## config.mk

```make
export PLATFORM = sky130hd
export DESIGN_NAME = pipeline_watchdog_flat
export DESIGN_NICKNAME = d
export VERILOG_FILES = /design/src/rtl/pipeline_watchdog_if.sv /design/src/rtl/pipeline_watchdog.sv /design/src/flat_wrapper.sv
export SDC_FILE = /design/constraint.sdc
export NUM_CORES = 1
export LEC_CHECK = 0
export BUFFER_PORTS_ARGS = -buffer_cell sky130_fd_sc_hd__buf_2
export CAP_MARGIN = 10
export CORE_UTILIZATION = 49
export CTS_CLUSTER_SIZE = 20
export DETAILED_ROUTE_END_ITERATION = 7
export PLACE_DENSITY = 0.73
export SYNTH_ARGS = -nofsm -noshare
export SYNTH_HDL_FRONTEND = slang
export SYNTH_SLANG_ARGS = --single-unit
```

## constraint.sdc

```tcl
create_clock -name clk -period 6.95 [get_ports clk]
set_clock_uncertainty 0.1 [all_clocks]
set_input_delay 1.39 -clock clk [delete_from_list [all_inputs] [get_ports clk]]
set_output_delay 1.39 -clock clk [all_outputs]
set_load 0.05 [all_outputs]
```

## src/rtl/pipeline_watchdog_if.sv

```systemverilog
// Observation bundle for the pipeline watchdog: fetch PC, per-lane retire
// status and flush events as seen from the core.
interface pipeline_watchdog_if #(
  parameter int PC_W  = 32,
  parameter int LANES = 2
);
  logic [PC_W-1:0]  pc_i;
  logic [LANES-1:0] commit_valid_i;
  logic [LANES-1:0] commit_flushed_i;
  logic             flush_valid_i;

  modport master (
    output pc_i,
    output commit_valid_i,
    output commit_flushed_i,
    output flush_valid_i
  );

  modport slave (
    input pc_i,
    input commit_valid_i,
    input commit_flushed_i,
    input flush_valid_i
  );
endinterface

```

## src/rtl/pipeline_watchdog.sv

```systemverilog
// Progress monitor: flags WARN then a sticky HUNG when neither the fetch PC
// nor (optionally) good commits advance, and keeps saturating activity counters.
module pipeline_watchdog #(
  parameter int PC_W          = 32,
  parameter int LANES         = 2,
  parameter int TIMEOUT       = 500,
  parameter int WARN_CYC      = 250,
  parameter int CNT_W         = 32,
  parameter int PROGRESS_MODE = 1
) (
  input  logic                         clk,
  input  logic                         rst_n,
  input  logic                         enable_i,
  input  logic                         clear_i,
  pipeline_watchdog_if.slave           mon,
  output logic [1:0]                   state_o,
  output logic                         warn_o,
  output logic                         hung_o,
  output logic [$clog2(TIMEOUT+1)-1:0] stall_cnt_o,
  output logic [PC_W-1:0]              last_pc_o,
  output logic [CNT_W-1:0]             commit_cnt_o,
  output logic [CNT_W-1:0]             flush_cnt_o,
  output logic [CNT_W-1:0]             cycle_cnt_o
);

  localparam int SW = $clog2(TIMEOUT + 1);

  if (TIMEOUT < 2 || WARN_CYC < 1 || WARN_CYC >= TIMEOUT || LANES < 1) begin : g_badParams
    $error("pipeline_watchdog: illegal TIMEOUT/WARN_CYC/LANES combination");
  end

  typedef enum logic [1:0] {
    S_IDLE  = 2'd0,
    S_ARMED = 2'd1,
    S_WARN  = 2'd2,
    S_HUNG  = 2'd3
  } state_t;

  state_t            r_state, w_nextState;
  logic [SW-1:0]     r_stallCnt, w_nextStall, w_stallInc;
  logic [PC_W-1:0]   r_lastPc, w_nextLastPc;
  logic [CNT_W-1:0]  r_commitCnt, w_nextCommit;
  logic [CNT_W-1:0]  r_flushCnt, w_nextFlush;
  logic [CNT_W-1:0]  r_cycleCnt, w_nextCycle;
  logic [LANES-1:0]  w_good;
  logic [CNT_W:0]    w_nCommit;
  logic              w_progress;

  // Sum one extra bit wide so an overflow clamps to all-ones instead of wrapping.
  function automatic logic [CNT_W-1:0] satAdd(input logic [CNT_W-1:0] a,
                                              input logic [CNT_W:0]   inc);
    logic [CNT_W:0] sum;
    sum = {1'b0, a} + inc;
    return sum[CNT_W] ? '1 : sum[CNT_W-1:0];
  endfunction

  assign w_good     = mon.commit_valid_i & ~mon.commit_flushed_i;
  assign w_progress = (mon.pc_i != r_lastPc) | ((PROGRESS_MODE != 0) & (|w_good));
  assign w_stallInc = r_stallCnt + SW'(1);

  always_comb begin
    w_nCommit = '0;
    for (int i = 0; i < LANES; i++) begin
      w_nCommit = w_nCommit + (CNT_W+1)'(w_good[i]);
    end
  end

  always_comb begin
    w_nextState  = r_state;
    w_nextStall  = r_stallCnt;
    w_nextLastPc = r_lastPc;
    w_nextCommit = r_commitCnt;
    w_nextFlush  = r_flushCnt;
    w_nextCycle  = r_cycleCnt;
    if (clear_i) begin
      w_nextState  = enable_i ? S_ARMED : S_IDLE;
      w_nextStall  = '0;
      w_nextLastPc = '0;
      w_nextCommit = '0;
      w_nextFlush  = '0;
      w_nextCycle  = '0;
    end else if (!enable_i) begin
      w_nextState = S_IDLE;
      w_nextStall = '0;
    end else begin
      unique case (r_state)
        S_IDLE: begin
          w_nextState  = S_ARMED;
          w_nextStall  = '0;
          w_nextLastPc = mon.pc_i;
        end
        S_ARMED, S_WARN: begin
          w_nextCommit = satAdd(r_commitCnt, w_nCommit);
          w_nextFlush  = satAdd(r_flushCnt, (CNT_W+1)'(mon.flush_valid_i));
          w_nextCycle  = satAdd(r_cycleCnt, (CNT_W+1)'(1));
          if (w_progress) begin
            w_nextState  = S_ARMED;
            w_nextStall  = '0;
            w_nextLastPc = mon.pc_i;
          end else begin
            w_nextStall = w_stallInc;
            if (w_stallInc == SW'(TIMEOUT)) begin
              w_nextState = S_HUNG;
            end else if (w_stallInc >= SW'(WARN_CYC)) begin
              w_nextState = S_WARN;
            end else begin
              w_nextState = S_ARMED;
            end
          end
        end
        S_HUNG: begin
          w_nextState = S_HUNG;
        end
        default: begin
          w_nextState = S_IDLE;
        end
      endcase
    end
  end

  always_ff @(posedge clk or negedge rst_n) begin
    if (!rst_n) begin
      r_state     <= S_IDLE;
      r_stallCnt  <= '0;
      r_lastPc    <= '0;
      r_commitCnt <= '0;
      r_flushCnt  <= '0;
      r_cycleCnt  <= '0;
    end else begin
      r_state     <= w_nextState;
      r_stallCnt  <= w_nextStall;
      r_lastPc    <= w_nextLastPc;
      r_commitCnt <= w_nextCommit;
      r_flushCnt  <= w_nextFlush;
      r_cycleCnt  <= w_nextCycle;
    end
  end

  assign state_o      = r_state;
  assign warn_o       = (r_state == S_WARN);
  assign hung_o       = (r_state == S_HUNG);
  assign stall_cnt_o  = r_stallCnt;
  assign last_pc_o    = r_lastPc;
  assign commit_cnt_o = r_commitCnt;
  assign flush_cnt_o  = r_flushCnt;
  assign cycle_cnt_o  = r_cycleCnt;

endmodule

```

## src/flat_wrapper.sv

```systemverilog
// flat-port wrapper written by rule: the top's interface ports become plain ports
module pipeline_watchdog_flat 
#(
  parameter int PC_W          = 32,
  parameter int LANES         = 2,
  parameter int TIMEOUT       = 500,
  parameter int WARN_CYC      = 250,
  parameter int CNT_W         = 32,
  parameter int PROGRESS_MODE = 1
)
  (clk, rst_n, enable_i, clear_i, state_o, warn_o, hung_o, stall_cnt_o, last_pc_o, commit_cnt_o, flush_cnt_o, cycle_cnt_o, mon_pc_i, mon_commit_valid_i, mon_commit_flushed_i, mon_flush_valid_i);
  pipeline_watchdog_if #(.PC_W(PC_W), .LANES(LANES)) mon_i ();
  input  logic clk;
  input  logic rst_n;
  input  logic enable_i;
  input  logic clear_i;
  output logic [1:0] state_o;
  output logic warn_o;
  output logic hung_o;
  output logic [$clog2(TIMEOUT+1)-1:0] stall_cnt_o;
  output logic [PC_W-1:0] last_pc_o;
  output logic [CNT_W-1:0] commit_cnt_o;
  output logic [CNT_W-1:0] flush_cnt_o;
  output logic [CNT_W-1:0] cycle_cnt_o;
  input wire logic [$bits(mon_i.pc_i)-1:0] mon_pc_i;
  input wire logic [$bits(mon_i.commit_valid_i)-1:0] mon_commit_valid_i;
  input wire logic [$bits(mon_i.commit_flushed_i)-1:0] mon_commit_flushed_i;
  input wire logic [$bits(mon_i.flush_valid_i)-1:0] mon_flush_valid_i;
  assign mon_i.pc_i = mon_pc_i;
  assign mon_i.commit_valid_i = mon_commit_valid_i;
  assign mon_i.commit_flushed_i = mon_commit_flushed_i;
  assign mon_i.flush_valid_i = mon_flush_valid_i;
  pipeline_watchdog #(.PC_W(PC_W), .LANES(LANES), .TIMEOUT(TIMEOUT), .WARN_CYC(WARN_CYC), .CNT_W(CNT_W), .PROGRESS_MODE(PROGRESS_MODE)) u_core (.clk(clk), .rst_n(rst_n), .enable_i(enable_i), .clear_i(clear_i), .mon(mon_i), .state_o(state_o), .warn_o(warn_o), .hung_o(hung_o), .stall_cnt_o(stall_cnt_o), .last_pc_o(last_pc_o), .commit_cnt_o(commit_cnt_o), .flush_cnt_o(flush_cnt_o), .cycle_cnt_o(cycle_cnt_o));
endmodule
```

== Word level (Yosys, flattened, before mapping) ==
Cells that the tools add are included.
Word-level totals
  input port bits: 41
  output and inout port bits: 141
  register bits after elaboration: 139
Cells by class
  muxes and demuxes: 27
  $add $sub $neg: 5
  reduce and logical (&&, ||, !) cells: 8
  bitwise operators: 3
  equal/unequal tests: 7
  order comparisons: 1
Operators by type and width (number)
  two-way mux 32 bit: 15
  case mux 32 bit (2 select lines): 1
  adder 32 x 1 -> 33 bit: 1
  adder 32 x 1 -> 33 bit (second input constant): 1
  adder 32 x 33 -> 33 bit: 1
  != test 32 bit: 1
  two-way mux 9 bit: 3
  case mux 9 bit (2 select lines): 1
  two-way mux 2 bit: 5
  adder 9 x 1 -> 9 bit (second input constant): 1
  equality test 9 bit (second input constant): 1
  greater-or-equal comparator 9 x 8 -> 1 bit (second input constant): 1
  case mux 2 bit (3 select lines): 1
  equality test 2 bit (second input constant): 2
  != test 4 x 1 -> 1 bit (second input constant): 1
  nonzero test 2 bit: 2
  OR reduction 2 bit: 2
  != test 3 x 2 -> 1 bit (second input constant): 1
  AND reduction 3 bit: 1
  nonzero test 3 bit: 1
  adder 1 x 1 -> 2 bit: 1
  bitwise AND 2 bit: 1
  equality test 2 x 1 -> 1 bit (second input constant): 1
  zero test 2 bit: 1
  other kinds (4): 4

== Logic depth before layout (Yosys ltp) ==
Gate-level depths: netlist of run 1.
  depth in word-level cells: 8
  gate-level depth with buffers: 13
  mapped depth without buffers: 12

== Least setup slack after synthesis of run 1 ==
No wires, ideal clock.
  kind: input -> register
  start point: input port mon_commit_valid_i[1]
  end point: register u_core.r_commitCnt[30], in the netlist u_core.commit_cnt_o[30]
  slack: 3.008 ns
  required time: 6.714 ns
  stages on the path: 12
  path buffers: 0
  library setup time: 0.136 ns
  arrival: 3.706 ns
  cells stage by stage: nor2b_1 -> inv_1 -> ha_1 -> ha_1 -> inv_1 -> fa_1 -> and3b_1 -> nand3_1 -> nor4_1 -> nand3_1 -> nor3b_1 -> nor3_1
Between the ends
  cells in the longest elaborated chain, start to end: 7
Ends and longest elaborated chain
  from (decl): line flat_wrapper.sv:26  | input wire logic [$bits(mon_i.commit_valid_i)-1:0] mon_commit_valid_i;
  bitwise AND 2 bit: line pipeline_watchdog.sv:57  | assign w_good = mon.commit_valid_i & ~mon.commit_flushed_i;
  adder 1 x 1 -> 2 bit: line pipeline_watchdog.sv:64  | w_nCommit = w_nCommit + (CNT_W+1)'(w_good[i]);
  adder 32 x 33 -> 33 bit: line pipeline_watchdog.sv:53  | sum = {1'b0, a} + inc;
  two-way mux 32 bit: line pipeline_watchdog.sv:54  | return sum[CNT_W] ? '1 : sum[CNT_W-1:0];
  two-way mux 32 bit: line pipeline_watchdog.sv:86  | unique case (r_state)
  two-way mux 32 bit: line pipeline_watchdog.sv:82  | end else if (!enable_i) begin
  two-way mux 32 bit: line pipeline_watchdog.sv:75  | if (clear_i) begin
  to (signal assigned): line pipeline_watchdog.sv:133  | r_commitCnt <= w_nextCommit;
  to (decl): line pipeline_watchdog.sv:42  | logic [CNT_W-1:0] r_commitCnt, w_nextCommit;
No other way between the ends. The select of a mux whose other input is x is not followed.
A chain may end at the register's enable or synchronous reset.

== Final worst setup path of run 1 ==
  start point: input port mon_commit_flushed_i[1]
  end point: register u_core.r_commitCnt[21], in the netlist u_core.commit_cnt_o[21]
Between the ends
  cells in the longest elaborated chain, start to end: 8
Ends and longest elaborated chain
  from (decl): line flat_wrapper.sv:27  | input wire logic [$bits(mon_i.commit_flushed_i)-1:0] mon_commit_flushed_i;
  NOT 2 bit: line pipeline_watchdog.sv:57
  bitwise AND 2 bit: line pipeline_watchdog.sv:57
  adder 1 x 1 -> 2 bit: line pipeline_watchdog.sv:64
  adder 32 x 33 -> 33 bit: line pipeline_watchdog.sv:53
  two-way mux 32 bit: line pipeline_watchdog.sv:54
  two-way mux 32 bit: line pipeline_watchdog.sv:86
  two-way mux 32 bit: line pipeline_watchdog.sv:82
  two-way mux 32 bit: line pipeline_watchdog.sv:75
No other way between the ends. The select of a mux whose other input is x is not followed.

==> metrics.txt, run 1 <==
CTS tree done; initial DRC count between 600 and 700; simple-gate share of the synthesized area 0.2716; top post-synthesis cells by count dfrtp_1, nor2_1, nand2b_1; clk sink count roughly 140; NumNets Final ~1100; Int Power 1.552 mW; Worst slew margin 0.3050; Ant. Diodes 0; reg2reg path depth 8; unrepaired setup endpoints after global routing false; Core Box Area 0.01652 mm²; Synth Cell Area 0.008270 mm²; combinational family with the most area after synthesis simple AND/OR/NAND/NOR gates; crit end category register; Slew Viols, Final 0; crit path max fanout 23; final setup fails 0; Tmin final 4.767 ns; post-synthesis mux area share 0.06929; fin crit share 0.6859; top cells by area, synth dfrtp_1, mux2i_1, nand2b_1; top_reg_cell synth dfrtp_1; io pins roughly 180; Seq cells post-synth 139; Yosys warnings 0; PwrDens slightly above 200 mW/mm²; Bufs on Longest Clock Path 2; HP Class register to register; vias post-DR 7554; number of distinct library cells after synthesis 57; Port Buf Inserts 181; R2R Setup Slk approximately 3.4 ns; outcome finished clean; Yosys top cell area share 0.4206; die height 131.9 µm; Placer Congestion around 0.86; post-synthesis adder-cell area fraction 0.02511; DRT Wirelength ~21000 µm; Die W 131.9 µm; setup total negative slack 0 ns; post-DR vias/cell 5.802; most common cell in the netlist dfrtp_1; critical path arrival 4.98 ns; post-CTS resize count 0; vias in the first global route between 7000 and 8000; Crit. Startpoint mon_commit_flushed_i[1]; post-synthesis sequential area ratio 0.4206; CTS Hold Bufs 0; 1st-pass router iterations 5; GRT Overall Usage 0.2520; post-detailed-route DRC marker count 0; total number of H-tree levels 4; multi-input logic area 0.004498 mm²; Syn Inst Count 916; area delta synth->final 20.32%; gr ovfl total 0; Flop pwr share 0.407; initial antenna violation count 0; VDD IR max 0.0001843 V; final hold slack between 0.4 and 0.5 ns; post-DP HPWL 14230 µm; clk root buf clkbuf_16; Final WS setup 2.183 ns; Storage cell area 0.003478 mm²; WL/cell 16.34 µm; first-pass GRT wire length 35610 µm; Compound-Gate Fraction of Synth Area 0.1428; Max Cap Viol 0; dpl ws 1.720 ns; syn nets 973; Antenna Nets Post-Route 0; worst r2r dst u_core.commit_cnt_o[21]; Setup Fix Bufs, Post-CTS 0; ys async rst share 1.000; switching part of the total power 0.2476; Leakage Power 4.494 nW; clock share of power 0.492; reg2reg start u_core.commit_cnt_o[0]; Post-Synth XOR/XNOR Area 0.03495; Hold Vio Cnt, Final 0; Setup crit end u_core.commit_cnt_o[21]; Mean Syn Cell Area 9.029 µm²; CTS Buf Count 17; die area 0.01740 mm²; switching power 510.7 µW; fraction of layout cells with a size suffix above 1 0.2126; row count 47; slew of the pin with the lowest slew margin 1.033 ns; initial core utilization 0.5005; fillcell total 1463; Clock Pin Slew Worst Setup and Hold Paths about 0.06 ns; Gate power share 0.101; cell taking the most area after synthesis dfrtp_1; startpoint types primary input; Critical Path RT 7.17 ns; largest net degree at the start of global routing 110; Setup Crit Path Kind primary input to register; Worst-Skew Late Latency 0.42 ns; Post-synth EDFFs 0; fmax 209.8 MHz
[stage by stage]
| step | total power, mW | instances | util | instance area [µm²] |
|---|---|---|---|---|
| 5_1_grt | 2.132 | 1302 | 0.6022 | 9951 |
| 4_1_cts | 2.078 | 1302 | 0.6022 | 9951 |
| 3_5_place_dp | 1.064 | 1270 | 0.5622 | 9290 |
| 3_3_place_gp | 1.061 | 1270 | 0.5622 | 9290 |
| 2_1_floorplan | 0.9928 | 916 | - | 8270 |
| 6_report | 2.062 | 1302 | 0.6022 | 9951 |
[registers in the layout, summed over array words and instances, names as in the netlist]
| signal | cells |
|---|---|
| u_core.commit_cnt_o | 32 |
| u_core.cycle_cnt_o | 32 |
| u_core.flush_cnt_o | 32 |
| u_core.last_pc_o | 32 |
| u_core.stall_cnt_o | 9 |
| u_core.state_o | 2 |
[metal layers]
layer  track usage  vias up  part of all wire  routed length [µm]
li1              -     3629                 -                   -
met1        0.3505     3634              0.46                9780
met2        0.3815      250              0.46                9712
met3       0.04806       41             0.055                1168
met4        0.1150        0             0.029                 615
met5             0        -                 0                   0
[how the worst min path moves through the flow]
stage                                      start                endpoint  slack, ns  cells after the start
after CTS                 u_core.flush_cnt_o[14]  u_core.flush_cnt_o[14]       0.42                      1
after global routing      u_core.flush_cnt_o[14]  u_core.flush_cnt_o[14]       0.44                      1
after global placement    u_core.flush_cnt_o[14]  u_core.flush_cnt_o[14]       0.40                      1
after detailed placement  u_core.flush_cnt_o[14]  u_core.flush_cnt_o[14]       0.40                      1
final                     u_core.flush_cnt_o[14]  u_core.flush_cnt_o[14]       0.42                      1
after floorplan            u_core.stall_cnt_o[8]   u_core.stall_cnt_o[8]       0.68                      2
[cells by family (layout without fill, tap and decap cells)]
group                      count (synthesis)  after routing
adders and majority gates                 16             16
xor gates and xnor gates                  33             33
muxes                                     57             57
DFF                                      139            139
AOI/OAI and AO/OA                        173            173
and+or+nand+nor                          423            423
buffers and inverters                     75            241
[worst max-delay path, cell delays in order]
cell and delay, ns:
buf_2 0.09, nor2b_1 0.14, inv_1 0.06, ha_1 0.33, ha_1 0.18, inv_1 0.05, fa_1 0.40, and3b_1 0.31
and3_1 0.22, nand4_1 0.78, and2_1 0.67, a311oi_1 0.35
[power by group through the flow]
stage               logic, mW  registers, mW  clock network [mW]
global placement        0.207          0.853                   0
global route            0.227          0.841                1.06
CTS                     0.210          0.840                1.03
floorplan              0.0887          0.904                   0
detailed placement      0.210          0.854                   0
finish                  0.208          0.840                1.01
[layout by cell type (no fill, tap or decap), drive strengths merged, types with 3 or more instances in the layout]
cell type,n
buf,186
nand2b,69
nor2b,4
o21ai,28
clkbuf,21
nor4b,3
a41oi,7
a311oi,24
a21o,3
and2,8
xnor2,32
nand4,28
bufinv,5
or3,4
nor3b,7
clkinvlp,4
a21oi,39
inv,23
nor4,10
and4,9
nor2,97
ha,15
and3,27
nand2,63
and3b,3
a211oi,43
a211o,3
dfrtp,139
mux2i,55
nand3,53
a31oi,10
nor3,35
[cell type report]
cell class,instances,area share
flip-flops and latches,139,0.3496
inverters,23,0.008676
clock buffers,21,0.04728
multi-input cells,702,0.4520
well taps,220,0.02766
clock inverters,11,0.01911
repair buffers,186,0.09569
(Power assumes the default switching activity.)
==> run 2: changes to the inputs <==
clock period = 5 ns   (was 6.95 ns; I/O delays follow)
==> run 2 against run 1 <==
  * Core utilization down 0.39 points
  * Total power up 29%
  * Critical path depth up 2
  * Register-to-register slack worse by 1.4 ns
  * Sequential share of layout area up 0.23 points
  * First-iteration DRC count down 12%
  * Non-clock buffer count up 6
  * Flip-flop and latch count unchanged
  * Count of clock-buffer cells in the layout up 4
  * Die area unchanged
  * Routed wire length up 1.2%
  * Via count up 1.6%
  * Critical endpoint is now u_core.commit_cnt_o[15]
  * Largest power group unchanged
==> metrics.txt, run 2 (same netlist as run 1, synthesis figures left out) <==
Flop pwr share 0.439 (+0.032); commonest non-fill, non-tap cell in the layout buf_2; Ant. Diodes 0 (unchanged); initial antenna violation count 0 (unchanged); Leakage Power 4.477 nW (-0.37%); Bufs on Longest Clock Path 2 (unchanged); most frequent cells in the layout buf_2, dfrtp_1, nor2_1; Antenna Nets Post-Route 0 (unchanged); DRT Wirelength 21530 µm (+1.2%); fraction of layout cells with a size suffix above 1 0.2132 (+0.0006660); area delta synth->final 19.53%; worst r2r dst u_core.flush_cnt_o[26]; Worst Hold End u_core.flush_cnt_o[14]; Clock Pin Slew Worst Setup and Hold Paths 0.06 ns (about the same); die height 131.9 µm (unchanged); slowest stage cell, crit path fa_1; unrepaired setup endpoints after global routing false; total chip power 2.657 mW (+29%); dpl ws 0.9353 ns (-0.7843 ns); post-DR vias/cell 5.870 (+1.2%); reg2reg start u_core.flush_cnt_o[0]; final hold slack 0.4186 ns (-0.005643 ns); Port Buf Inserts 181 (unchanged); startpoint types primary input; switching part of the total power 0.2640 (+0.01633); Setup Fix Bufs, Post-CTS 0 (unchanged); crit path cell chain buf_2, nor2b_1, inv_1, ha_1, ha_1, inv_1, fa_1, and3b_1, and3_1, nand4_1, buf_4, o21ai_0, a21oi_1, a311oi_1; vias in the first global route 7206 (+2.3%); DR WL met3 1227 µm (+5.1%); post-CTS resize count 0 (unchanged); placement-stage cell area 0.009335 mm² (+0.48%); Non-Filler Instances 1308 (+0.46%); Max Cap Viol 0 (unchanged); crit-path max cell delay 0.40 ns (-0.38 ns); Gate power share 0.110 (+0.009); slew of the pin with the lowest slew margin 1.088 ns (+0.05517 ns); Core Box Area 0.01652 mm² (unchanged); PwrDens 268.8 mW/mm² (+30%); top sig layer met4; Slew Viols, Final 0 (unchanged); post-detailed-route DRC marker count 0 (unchanged); Int Power 1.956 mW (+26%); final setup fails 0 (unchanged); reg2reg path depth 9 (+1); Final Cell Area 0.009886 mm² (-0.65%); outcome finished clean; first-pass GRT wire length 36280 µm (+1.9%); Placer Congestion 0.8482 (-1.0%); Worst slew margin 0.2678 (-0.03712); row count 47 (unchanged); WL/cell 16.46 µm (+0.72%); clk root buf clkbuf_16; Setup Crit Path Kind primary input to register; Critical Path RT 5.22 ns (-1.95 ns); die area 0.01740 mm² (unchanged); total number of H-tree levels 4 (unchanged); clock share of power 0.451 (-0.041); io pins 182 (unchanged); final core utilization 0.5982 (-0.003938); Worst-Skew Late Latency 0.42 ns (about the same); VDD IR max 0.0002219 V (+20%); hold path cells 1 (unchanged); CP bufs+invs 4 (+1); crit end category register; CTS Hold Bufs 0 (unchanged); clk sink count 139 (unchanged); switching power 701.4 µW (+37%); fin crit share 0.7329; setup total negative slack 0 ns (unchanged); largest net degree at the start of global routing 96 (-13%); initial DRC count 567 (-12%); NumNets Final 1132 (+0.53%); gr ovfl total 0 (unchanged); CP delay by family, top simple AND/OR/NAND/NOR gates; HP Class register to register; placed cell count 1276 (+0.47%); Final WS setup 1.335 ns (-0.8473 ns); fmax ~270 MHz; fillcell total 1464 (+0.068%); min-delay src u_core.flush_cnt_o[14]; critical path arrival 3.88 ns (-1.10 ns); routed length on met2 10130 µm (+4.3%); M1 WL 9767 µm (-0.13%); crit path max fanout 15 (-35%); CTS Buf Count 17 (unchanged); GRT Overall Usage 0.2553 (+0.003277); Tmin final 3.665 ns; initial core utilization 0.5005 (unchanged); R2R Setup Slk 2.03 ns (-1.35 ns); vias post-DR 7678 (+1.6%); Hold Vio Cnt, Final 0 (unchanged); 1st-pass router iterations 7 (+2); CTS tree done; Die W 131.9 µm (unchanged); post-DP HPWL 14610 µm (+2.7%)
run 2: cell types whose count changed in the layout (fill, tap and decap cells not counted), sizes merged:
cell      delta
buf          +6
bufinv       -4
clkbuf       +4
clkinv       +2
clkinvlp     -2
run 2: worst max-delay path by stage:
stage,start,cells after the start,to,slack (ns)
2_1_floorplan,mon_commit_valid_i[1],12,u_core.commit_cnt_o[30],1.45
4_1_cts,mon_commit_flushed_i[1],14,u_core.commit_cnt_o[15],1.37
5_1_grt,mon_commit_flushed_i[1],12,u_core.commit_cnt_o[23],1.04
6_report,mon_commit_flushed_i[1],14,u_core.commit_cnt_o[15],1.34
3_5_place_dp,mon_commit_flushed_i[1],14,u_core.commit_cnt_o[15],0.94
3_3_place_gp,mon_commit_flushed_i[1],14,u_core.commit_cnt_o[16],1.01
run 2: cell type report:
class                           instances  area (µm²)  share of cell area
Tap cell                              220       275.3             0.02784
Multi-Input combinational cell        702        4498              0.4550
Clock inverter                          7       65.06            0.006581
Clock buffer                           25       485.5             0.04911
Timing Repair Buffer                  192       997.2              0.1009
Inverter                               23       86.33            0.008733
Sequential cell                       139        3478              0.3519
run 2: power by group through the flow:
stage	clock network, mW	logic, mW	registers, mW
6_report	1.20	0.292	1.17
5_1_grt	1.26	0.317	1.17
4_1_cts	1.21	0.295	1.17
3_5_place_dp	0	0.294	1.19
3_3_place_gp	0	0.290	1.19
2_1_floorplan	0	0.123	1.26
run 2: per-layer routing:
| metal | GRT usage | vias up |
|---|---|---|
| met2 | 0.4062 | 271 |
| met5 | 0 | - |
| li1 | - | 3653 |
| met4 | 0.08786 | 0 |
| met3 | 0.03652 | 33 |
| met1 | 0.3572 | 3721 |
==> run 3: changes to the inputs <==
clock period = 3.75 ns   (was 5 ns; I/O delays follow)
==> run 3 against run 2 <==
  * First-iteration DRC count fell by 15%
  * Count of clock-buffer cells in the layout fell by 6
  * Cell count rose by 0.76%
==> metrics.txt, run 3 (same netlist as run 1, synthesis figures left out) <==
most frequent cells in the layout buf_2, dfrtp_1, nor2_1; Non-Filler Instances 1318 (+0.76%); Bufs on Longest Clock Path 2 (unchanged); crit end category register; setup total negative slack 0 ns (unchanged); outcome finished clean; row count 47 (unchanged); Core Box Area 0.01652 mm² (unchanged); CP bufs+invs 4 (unchanged); post-DP HPWL 14650 µm (+0.23%); vias in the first global route 7068 (-1.9%); Final Cell Area 0.01005 mm² (+1.7%); Setup Crit Path Kind primary input to register; Slew Viols, Final 0 (unchanged); startpoint types primary input; Worst slew margin 0.5511 (+0.2832); largest net degree at the start of global routing 108 (+13%); reg2reg path depth 7 (-2); slew of the pin with the lowest slew margin 0.6734 ns (-0.4148 ns); CTS tree done; initial core utilization 0.5005 (unchanged); Critical Path RT 3.97 ns (-1.25 ns); Tmin final 3.206 ns; post-DR vias/cell 5.746 (-2.1%); Setup Fix Bufs, Post-CTS 0 (unchanged); DRT Wirelength 21550 µm (about the same); final setup fails 0 (unchanged); Leakage Power 4.575 nW (+2.2%); Clock Pin Slew Worst Setup and Hold Paths 0.06 ns (about the same); gr ovfl total 0 (unchanged); dpl ws 0.1675 ns (-0.7679 ns); total number of H-tree levels 4 (unchanged); fraction of layout cells with a size suffix above 1 0.2240 (+0.01081); placement-stage cell area 0.009435 mm² (+1.1%); die area 0.01740 mm² (unchanged); 1st-pass router iterations 5 (-2); die height 131.9 µm (unchanged); fillcell total 1423 (-2.8%); NumNets Final 1142 (+0.88%); Worst-Skew Late Latency 0.43 ns (about the same); Hold Vio Cnt, Final 0 (unchanged); reg2reg start u_core.commit_cnt_o[1]; clk sink count 139 (unchanged); R2R Setup Slk 1.07 ns (-0.96 ns); crit path cell chain buf_2, nor2b_1, inv_1, ha_1, ha_1, inv_1, fa_1, and3b_1, and3_1, nand4_1, buf_4, o21ai_0, a21oi_1, a311oi_1; fmax 311.9 MHz; initial antenna violation count 0 (unchanged); Ant. Diodes 0 (unchanged); final core utilization 0.6083 (+0.01007); vias post-DR 7573 (-1.4%); post-detailed-route DRC marker count 0 (unchanged); io pins 182 (unchanged); GRT Overall Usage 0.2553 (about the same); Die W 131.9 µm (unchanged); slowest stage cell, crit path fa_1; Antenna Nets Post-Route 0 (unchanged); Max Cap Viol 0 (unchanged); worst r2r dst u_core.commit_cnt_o[31]; PwrDens 371.1 mW/mm² (+38%); critical path arrival 3.42 ns (-0.46 ns); CP delay by family, top adder cells; area delta synth->final 21.54%; unrepaired setup endpoints after global routing false; fin crit share 0.8550; Placer Congestion 0.8489 (about the same); post-CTS resize count 0 (unchanged); CTS Buf Count 17 (unchanged); Final WS setup 0.5439 ns (-0.7915 ns); Port Buf Inserts 181 (unchanged); HP Class primary input to asynchronous set/reset pin; CTS Hold Bufs 0 (unchanged); crit path max fanout 22 (+7); placed cell count 1286 (+0.78%); WL/cell 16.35 µm (-0.68%); VDD IR max 0.0003132 V (+41%); first-pass GRT wire length 36070 µm (-0.59%); crit-path max cell delay 0.42 ns (+0.02 ns); initial DRC count 484 (-15%); clk root buf clkbuf_16; commonest non-fill, non-tap cell in the layout buf_2
[run 3: worst reg2reg max path: cells and delay by family, from the launching register on]
family          cells  cell delay (ns)
compound gates      2             0.32
fa+ha+maj           1             0.30
flops               1             0.43
simple gates        4             1.45
[run 3: power by group]
| group | leakage [nW] | switching (mW) | internal (mW) | total, mW |
|---|---|---|---|---|
| clock network | 0.302 | 0.657 | 1.12 | 1.78 |
| logic | 2.35 | 0.271 | 0.123 | 0.394 |
| registers | 1.92 | 0.0285 | 1.53 | 1.56 |
| total | 4.58 | 0.956 | 2.77 | 3.73 |
[run 3: layer usage]
metal  share of wire  routed length (µm)  track usage  vias to the layer above
met2            0.47               10100       0.3859                      224
li1                -                   -            -                     3677
met1            0.46                9886       0.3653                     3644
met3           0.052                1129      0.04767                       28
met5               0                   0            0                        -
met4           0.020                 428      0.09238                        0
[run 3: per-stage QoR]
step	total power, mW	hold WS (ns)
after floorplan	1.840	0.3544
after global placement	1.973	0.4060
after detailed placement	1.979	0.3954
after CTS	3.764	0.2519
after global routing	3.856	0.2793
final	3.730	0.2278
[run 3: cell type report]
class                      count  area, µm²  area share
timing repair buffer         202       1097      0.1092
tap                          220      275.3     0.02738
clock buffer                  19      442.9     0.04406
clock inverter                13      173.9     0.01730
multi-input combinational    702       4498      0.4475
sequential                   139       3478      0.3460
inverter                      23      86.33    0.008589
[run 3: worst max-delay path by stage]
| stage | depth (start not counted) | slack, ns | to | start |
|---|---|---|---|---|
| detailed placement | 14 | 0.17 | u_core.commit_cnt_o[13] | mon_commit_flushed_i[1] |
| floorplan | 12 | 0.45 | u_core.commit_cnt_o[30] | mon_commit_valid_i[1] |
| global placement | 14 | 0.24 | u_core.commit_cnt_o[15] | mon_commit_flushed_i[1] |
| finish | 14 | 0.54 | u_core.commit_cnt_o[15] | mon_commit_flushed_i[1] |
| CTS | 14 | 0.55 | u_core.commit_cnt_o[15] | mon_commit_flushed_i[1] |
| global route | 14 | 0.34 | u_core.commit_cnt_o[15] | mon_commit_flushed_i[1] |
